==> config.mk <==
export PLATFORM = sky130hd
export DESIGN_NAME = clk_div
export DESIGN_NICKNAME = d
export VERILOG_FILES = /design/src/rtl/clk_div_pkg.sv /design/src/rtl/clk_div.sv
export SDC_FILE = /design/constraint.sdc
export NUM_CORES = 1
export LEC_CHECK = 0
export BUFFER_PORTS_ARGS = -buffer_cell sky130_fd_sc_hd__buf_2
export CORE_AREA = 2 2 39 41
export CTS_CLUSTER_DIAMETER = 100
export DETAILED_ROUTE_END_ITERATION = 10
export DIE_AREA = 0 0 41 43
export PLACE_DENSITY = 0.39
export SYNTH_ARGS = -nofsm -noshare
export SYNTH_HDL_FRONTEND = slang
export SYNTH_SLANG_ARGS = --single-unit
==> constraint.sdc <==
create_clock -name clk_i -period 0.8 [get_ports clk_i]
set_input_delay 0.16 -clock clk_i [delete_from_list [all_inputs] [get_ports clk_i]]
set_output_delay 0.16 -clock clk_i [all_outputs]
set_load 0.05 [all_outputs]
==> src/rtl/clk_div_pkg.sv <==
// clk_div_pkg: state encoding and per-state output patterns {clk270,clk180,clk90,clk0}
`timescale 1ns/1ps
package clk_div_pkg;
   typedef enum logic [2:0] {IDLE, P0, P1, P2, P3} state_e;
   localparam logic [3:0] PAT_IDLE = 4'b0000;
   localparam logic [3:0] PAT_P0   = 4'b1001;
   localparam logic [3:0] PAT_P1   = 4'b0011;
   localparam logic [3:0] PAT_P2   = 4'b0110;
   localparam logic [3:0] PAT_P3   = 4'b1100;
   function automatic logic [3:0] out_pat(input state_e s);
      return (s == P0) ? PAT_P0 :
             (s == P1) ? PAT_P1 :
             (s == P2) ? PAT_P2 :
             (s == P3) ? PAT_P3 : PAT_IDLE;
   endfunction
endpackage

==> src/rtl/clk_div.sv <==
// clk_div: fixed divide-by-4 clock generator producing four phases 90 degrees apart
`timescale 1ns/1ps
module clk_div
   import clk_div_pkg::*;
(
   input  logic clk_i,
   input  logic rst_i,
   output logic clk0_o,
   output logic clk90_o,
   output logic clk180_o,
   output logic clk270_o
);
   state_e     state_q, state_d;
   logic [3:0] out_q, out_d;
   always_ff @(posedge clk_i or negedge rst_i)
      if (!rst_i) state_q <= IDLE;
      else        state_q <= state_d;
   // IDLE, P3 and any illegal encoding all advance to P0
   always_comb
      state_d = (state_q == P0) ? P1 :
                (state_q == P1) ? P2 :
                (state_q == P2) ? P3 : P0;
   // outputs are registered from the next state so they line up with state_q
   always_comb out_d = out_pat(state_d);
   always_ff @(posedge clk_i or negedge rst_i)
      if (!rst_i) out_q <= PAT_IDLE;
      else        out_q <= out_d;
   assign {clk270_o, clk180_o, clk90_o, clk0_o} = out_q;
endmodule

Word-level counts from Yosys, hierarchy flattened

Cells that the tools add are included.

Flip-flop bits (word level): 7
Input bits: 2
Output and inout bits: 4

Equality and inequality tests: 7
Muxes and demuxes: 7

Operator list:

| cell                 | number |
|---|---|
| $mux W4              | 4 |
| $eq A3 B2 Y1 const B | 4 |
| $mux W3              | 3 |
| $eq A3 B1 Y1 const B | 2 |
| $eq A3 B3 Y1 const B | 1 |

Logic depth before layout (Yosys ltp)

Gate-level depths: netlist (run 1).

Depth in word-level cells: 9
Depth in mapped cells: 2

Worst setup path after synthesis (run 1)

OpenSTA, ideal clock, no wires.

Path kind: flip-flop to flip-flop
From: register state_q[0]
To: register out_q[1]
Arrival: 0.655 ns
Required time: 0.681 ns
Path slack: 0.026 ns
Cell stages (with the launch flop): 3
Buffers on the path: 0
Cells stage by stage: dfrtp_1 > xor2_1 > nor2b_1

Cells in the longest elaborated chain, start to end: 8
Elaborated cells between the ends (all ways): 12
Classes of those cells: eq/ne: 6; mux: 6

RTL lines:

| what                   | line              | text |
|---|---|---|
| from (decl)            | clk_div.sv:13     | `state_e state_q, state_d;` |
| from (signal assigned) | clk_div.sv:17     | `else state_q <= state_d;` |
| $eq A3 B2 Y1           | clk_div.sv:22     | `(state_q == P2) ? P3 : P0;` |
| $mux W3                | clk_div.sv:22     |  |
| $mux W3                | clk_div.sv:21     | `(state_q == P1) ? P2 :` |
| $mux W3 (*)            | clk_div.sv:20     | `state_d = (state_q == P0) ? P1 :` |
| $eq A3 B2 Y1           | clk_div_pkg.sv:13 | `(s == P2) ? PAT_P2 :` |
| $mux W4                | clk_div_pkg.sv:13 |  |
| $mux W4                | clk_div_pkg.sv:12 | `(s == P1) ? PAT_P1 :` |
| $mux W4 (*)            | clk_div_pkg.sv:11 | `return (s == P0) ? PAT_P0 :` |
| named net out_d[1]     | clk_div.sv:14     | `logic [3:0] out_q, out_d;` |
| to (signal assigned)   | clk_div.sv:27     | `else out_q <= out_d;` |
| to (decl)              | clk_div.sv:14     |  |

Mark *: on every way through the listed nets, which the timed path passes. The rest lies on a longest branch.

Worst setup path in the final report (run 1)

From: register out_q[3]
To: output port clk270_o

RTL lines:

| what      | line          | text |
|---|---|---|
| to (decl) | clk_div.sv:11 | `output logic clk270_o` |

No word-level cell between the ends.

==> results of run 1 <==
==> metrics by stage <==
step / setup WS [ns] / instances / setup TNS (ns) / hold slack [ns]
final: -0.127 / 43 / -0.640 / 0.284
after global routing: -0.159 / 43 / -0.835 / 0.294
after CTS: -0.135 / 43 / -0.596 / 0.274
after detailed placement: -0.0272 / 38 / -0.0343 / 0.000725
after global placement: 0.00555 / 38 / 0 / -0.00531
after floorplan: 0.0262 / 16 / 0 / -0.136
==> per-layer routing <==
layer | global-route usage | routed length, um | vias to the layer above
li1 | - | - | 67
met1 | 0.0429 | 129 | 64
met2 | 0.0656 | 188 | 9
met3 | 0.0785 | 59 | 0
met4 | 0.0400 | 0 | 0
met5 | 0 | 0 | -
==> state kept, by name, indices dropped and copies added, names as in the netlist <==
signal,count
out_q,4
state_q,3
==> power by group <==
| group | switching [mW] | internal (mW) |
|---|---|---|
| registers | 0 | 0.355 |
| logic | 0.00730 | 0.00500 |
| clock network | 0.120 | 0.190 |
==> worst max path at each step <==
stage,start,end,slack (ns),cells after the start
finish,out_q[3]$_DFF_PN0_,clk270_o,-0.13,1
global route,out_q[3]$_DFF_PN0_,clk270_o,-0.16,1
CTS,out_q[1]$_DFF_PN0_,clk90_o,-0.14,1
detailed placement,state_q[0]$_DFF_PN0_,state_q[1]$_DFF_PN0_,-0.03,2
global placement,state_q[0]$_DFF_PN0_,out_q[1]$_DFF_PN0_,0.006,2
floorplan,state_q[0]$_DFF_PN0_,out_q[1]$_DFF_PN0_,0.03,2
==> synthesized netlist by cell type, drive strengths merged <==
| master | instances |
|---|---|
| dfrtp | 7 |
| nor2b | 2 |
| nor2 | 1 |
| inv | 2 |
| nand2b | 3 |
| xor2 | 1 |
==> repair_timing <==
item	in CTS	in global routing
pin swaps	0	1
hold endpoints to repair	7	0
gates resized for setup	8	2
hold buffers	1	0
endpoints found under the setup margin	6	8
==> logic make-up (layout without fill, tap and decap cells) <==
kind of cell              after synthesis  in the layout  share of synthesized area
xor gates and xnor gates                1              1                     0.0387
DFF                                     7              7                      0.773
and+or+nand+nor                         6              6                      0.155
buffers and inverters                   2             13                     0.0332
==> cell type report <==
class	instances	area, um^2	area share
clock buffer	4	26.3	0.0739
inverter	2	7.51	0.0211
sequential	7	175	0.493
tap	16	20.0	0.0563
timing repair buffer	7	67.6	0.190
multi-input combinational	7	58.8	0.165
==> impl_summary.md, run 1 <==
Status
The run finished, with violations left. The checks that failed: setup timing.

Worst setup path
In this run the worst path has a maximum fanout of 1. On the critical path, the stage with the largest delay is an instance of sky130_fd_sc_hd__dfrtp_1. STA puts the critical path data required time at 0.64 ns. The worst setup path is launched from a flop. The critical path is of the reg2out type. Data on the critical path arrives at its endpoint at 0.77 ns. Counting both buffers and inverters, the worst setup path holds a total of 1. The worst reg-to-reg path cell count is 2.

On the critical path the largest part of the delay comes from flip-flops. The reg-to-reg setup timing slack is -0.07 ns. The signal on the critical path passes through buf_6.

STA classifies the critical path endpoint as an output port. The delay of the slowest cell on the worst path is 0.37 ns. The worst reg2reg path startpoint is state_q[0]$_DFF_PN0_. The endpoint of the worst register-to-register path is state_q[1]$_DFF_PN0_.

Job
The tool flagged a number of max-cap violations equal to 0.

Die
The floorplan step set the die height to 43 um. The initial utilization of the core area, before any placement, comes to 0.164. In this run the standard cell core region covers 1380 um^2. The number of placement rows is 14. The horizontal extent of the die is 41 um. The die covers 1760 um^2.

During I/O placement, the number of pins put on the boundary was 6.

Detailed routing
The count of antenna-violating nets left after detailed routing is 0. The first routing iteration left 4 violations. After detailed routing, the total wire length is 377 um. The detailed-route wire length per cell is 8.77 um. The first TritonRoute pass finished after 2 iterations.

For this run, design rule violations remaining after detail routing come to 0. Summing over every cut layer, the via total after detailed routing is 140. The number of vias per cell is 3.26.

Finish
The net total in the final layout is 30. The area of all placed cells without fillers is 355 um^2. Once layout is complete, the utilization of the core stands at 0.257. Relative to the synthesized area, the layout overhead comes to 56.9%. The repair_antennas step left the layout with diodes totalling 0. The share of layout cells above drive strength 1 is 0.407. The top cell types in the final layout, fill and taps aside, are 7 x sky130_fd_sc_hd__dfrtp_1, 4 x sky130_fd_sc_hd__buf_6, 3 x sky130_fd_sc_hd__clkbuf_4. The final-layout fill cell count is 141. The library cell used most frequently in the layout, excluding fill and tap cells, is sky130_fd_sc_hd__dfrtp_1.

Clocking
In this run the deepest clock path goes through 2 buffers. Buffers inserted during clock tree synthesis total 3. The number of H-tree levels is 1.

The TritonCTS clock tree is done. After clock tree synthesis, the clock-pin slew on the worst setup and hold paths is 0.05 ns. The clock insertion delay at the later pin of the skew report is 0.25 ns. The clock net sink count is 7. The number of setup buffers added after CTS is 0. The clock tree root buffer cell is sky130_fd_sc_hd__clkbuf_4.

Timing
The minimum clock period after layout is 0.927 ns. The maximum clock rate is 1080 MHz. The worst path setup slack after routing is -0.127 ns. The final number of max-transition violations is 0. Dividing the final minimum period by the clock period gives 1.16. The worst clock skew is 0.000410 ns.

Setup repair after global routing could not meet its margin everywhere. The remaining max-slew budget at the tightest pin is 0.868. Setup violations remaining at the end of the flow were counted as 7.

The final hold violation count is 0. At the pin with the least slew margin, the transition time is 0.198 ns.

Power and ir drop
The leakage dissipation is 0.173 nW. Across the VDD grid, the largest voltage drop is 0.901 mV. The total power of the final layout is 0.677 mW. The total power per unit cell area is 1910 nW/um^2.

Logic synthesis
In this run, synthesis produced a sequential element count of 7. The number of synthesis warnings is 0. The share of synthesized area in the top cell type comes to 0.773. The net count after synthesis is 18. The largest area contributor in the synthesized netlist is sky130_fd_sc_hd__dfrtp_1.

The cell count after synthesis is 16. The post-synthesis sequential area ratio is 0.773. In this run the cell area of the synthesized design comes to 226 um^2. The average instance in the mapped netlist occupies 14.2 um^2.

The count of unique library cells instantiated by Yosys is 6. By area the synthesized netlist is led by sky130_fd_sc_hd__dfrtp_1 77%, sky130_fd_sc_hd__nand2b_1 8.3%, sky130_fd_sc_hd__nor2b_1 5.5%.

Global routing
The residual overflow from global routing is 0. The number of antenna violations at the first check in global routing is 0. The total track usage is 0.0557.

The via count of the first global-routing pass came to 144. The wire length of the first global-routing pass is 545 um. Entering global routing, the biggest net connects 8 pins.

Placement
The count of input and output buffers is 5. The routability congestion estimate from global placement is 0.657. The placed instances occupy a cell area of 279 um^2. The detailed placement HPWL is 225 um.

Worst hold path
The worst hold-check path type is in2async.
Power figures use the tool's default switching activity.
==> run 2: changes to the inputs <==
==> constraint.sdc (replaced) <==
create_clock -name clk_i -period 1 [get_ports clk_i]
set_input_delay 0.2 -clock clk_i [delete_from_list [all_inputs] [get_ports clk_i]]
set_output_delay 0.2 -clock clk_i [all_outputs]
set_load 0.05 [all_outputs]
==> impl_summary.md, run 2 (synthesis results as in run 1) <==
Die
The number of placement rows is 14. In this run the count of I/O pins placed on the die edge is 6. The floorplan step set the die height to 43 um. The die is 41 um wide. The die covers 1760 um^2. The starting density of the core is 0.164. The region available for standard cell placement spans 1380 um^2.

Worst setup path
The cell family contributing the most delay on the critical path is flip-flops. The critical path goes through buf_6. The delay of the slowest cell on the worst path is 0.37 ns. The critical path in this run is classified as reg2out. STA classifies the critical path startpoint as a flop. The arrival time at the worst endpoint is 0.77 ns. The endpoint type of the worst setup path is an output port. Along the worst path, the maximum fanout reaches 1. The number of buffer and inverter instances along the worst setup path is 1. The required time of the worst setup path is 0.80 ns. The cell type of the slowest stage on the worst timing path is sky130_fd_sc_hd__dfrtp_1.

Global routing
The residual overflow from global routing is 0. In the global route stage, overall resource usage came out at 0.0526. The number of antenna violations at the first check in global routing was 0. The first global-routing pass estimated 545 um of wire.

Entering global routing, the biggest net connects 8 pins. The via count of the first global-routing pass is 142.

Timing
Measured against its own limit, the worst slew margin works out to 0.851. Based on the critical path, the design can be clocked at up to 1040 MHz. After layout, the worst setup slack is 0.0342 ns. Setup repair after global routing left no endpoint under its margin. In the finished design, the share of the clock period the worst path needs comes to 0.966.

The worst clock skew is 0.000585 ns. The final hold violation count is 0. The minimum clock period after layout is 0.966 ns. Setup violations remaining at the end of the flow were counted as 0. The final number of max-transition violations was 0. In the final timing run, aggregate negative setup slack is 0 ns.

For the pin with the worst max-slew slack, the measured transition is 0.222 ns.

Clocking
The number of setup buffers added after CTS is 0. For the worst-skew pair, the clock arrives at the later sink with an insertion delay of 0.24 ns. Counting the buffers created by CTS gives 3. The TritonCTS clock tree is done. The cell sitting at the root of the clock tree is a sky130_fd_sc_hd__clkbuf_4. In this run the deepest clock path goes through 2 buffers. Counting every sink on the clock net gives 7.

The number of H-tree levels is 1. After clock tree synthesis, the clock-pin slew on the worst setup and hold paths is 0.05 ns.

Job
The max-cap check violation count is 0.

Power and ir drop
The switching power is 0.104 mW. VDD sags by at most 0.462 mV. The total power per unit cell area is 1630 nW/um^2. The total power of the final layout is 0.543 mW. The sequential fraction of design power is 0.522.

The internal power of the cells is 0.440 mW. For this design the static power due to leakage is 0.163 nW. The share of total power dissipated in combinational logic is 0.017. The share of total power dissipated in the clock network is 0.461. Of the total power, the share spent switching nets is 0.191.

Detailed routing
The detail route stage leaves a number of antenna-violating nets equal to 0. After detailed routing, the total wire length is 341 um. The number of vias per cell is 3.29. The detailed-route wire length per cell is 8.12 um. The first detailed-routing pass took 4 iterations.

The residual DRC count is 0. The routed layout has 138 vias. The detailed router finished its first iteration with 2 violations.

Worst hold path
The path class of the tightest hold or removal check is in2async.

Placement
At the placement stage, the worst setup path has a slack of 0.157 ns. The routability congestion estimate from global placement is 0.671. Summed over all nets, the half-perimeter wirelength after detailed placement is 255 um. During placement, the flow inserted port buffers numbering 5.

Finish
For this run, the share of the core covered by cells in the final layout is 0.241. Leaving out fill and tap cells, the most frequent cells in the layout are 7 x sky130_fd_sc_hd__dfrtp_1, 4 x sky130_fd_sc_hd__buf_6, 3 x sky130_fd_sc_hd__nand2b_1, 3 x sky130_fd_sc_hd__clkbuf_4. The area of the multi-input gates is 43.8 um^2. The flip-flop count of the largest register, all copies and words added is 4. 0 antenna diodes ended up in the layout.

The storage element area is 175 um^2. The library cell used most frequently in the layout, excluding fill and tap cells, is sky130_fd_sc_hd__dfrtp_1. The final layout contains 29 nets. The share of layout cells above drive strength 1 is 0.308. The filler cells instantiated in the layout total 149.

The growth of design area from synthesis to finish is 47.0%. The register bank with the most flops is out_q. The largest registers in the layout are out_q (4), state_q (3).

Status
The run finished with clean final reports.
[run 2: changes by cell type in the layout (fill, tap and decap cells not counted)]
cell / previous run / this run
sky130_fd_sc_hd__nand2b_4: 1 / 0
sky130_fd_sc_hd__buf_4: 1 / 0
sky130_fd_sc_hd__xor2_2: 1 / 0
sky130_fd_sc_hd__nand2b_1: 2 / 3
sky130_fd_sc_hd__xor2_1: 0 / 1
[run 2: power groups by stage]
stage	Clock, mW	Combinational (mW)	Sequential [mW]
finish	0.250	0.00941	0.284
global route	0.284	0.0114	0.283
CTS	0.263	0.0101	0.284
detailed placement	0	0.00697	0.288
global placement	0	0.00638	0.288
floorplan	0	0.0000000313	0.289
[run 2: timing repair]
| item | in CTS | in global routing |
|---|---|---|
| pin swaps | 0 | 0 |
| gates resized for setup | 5 | 3 |
| hold buffers | 1 | 0 |
| endpoints found under the hold margin | 7 | 0 |
| setup endpoints to repair | 4 | 3 |
[run 2: per-stage QoR]
| step | instance area (um^2) | instances | hold WS (ns) |
|---|---|---|---|
| floorplan | 226 | 16 | -0.0956 |
| global placement | 272 | 37 | 0.0315 |
| detailed placement | 272 | 37 | 0.0388 |
| CTS | 322 | 42 | 0.317 |
| global route | 333 | 42 | 0.325 |
| finish | 333 | 42 | 0.316 |
[run 2: layout make-up]
type	instances	share of cell area
sequential	7	0.526
timing repair buffer	6	0.180
multi-input combinational	7	0.132
clock buffer	4	0.0789
tap	16	0.0602
inverter	2	0.0226
[run 2: routing by layer]
layer,wire length [um],part of all wire,GRT usage,up-vias
met5,0,0,0,-
met4,0,0,0.0600,0
met3,34,0.10,0.0314,0
met2,153,0.45,0.0625,6
met1,154,0.45,0.0561,65
li1,-,-,-,67
[run 2: final timing paths]
check	depth (start not counted)	end	from	slack (ns)
setup / recovery	1	clk270_o	out_q[3]$_DFF_PN0_	0.03
hold / removal	2	out_q[3]$_DFF_PN0_	rst_i	0.32
setup reg to reg	2	state_q[1]$_DFF_PN0_	state_q[1]$_DFF_PN0_	0.12
hold reg to reg	1	state_q[0]$_DFF_PN0_	state_q[0]$_DFF_PN0_	0.48
max in group asynchronous	2	state_q[2]$_DFF_PN0_	rst_i	0.54
min in group clk_i	1	state_q[0]$_DFF_PN0_	state_q[0]$_DFF_PN0_	0.48
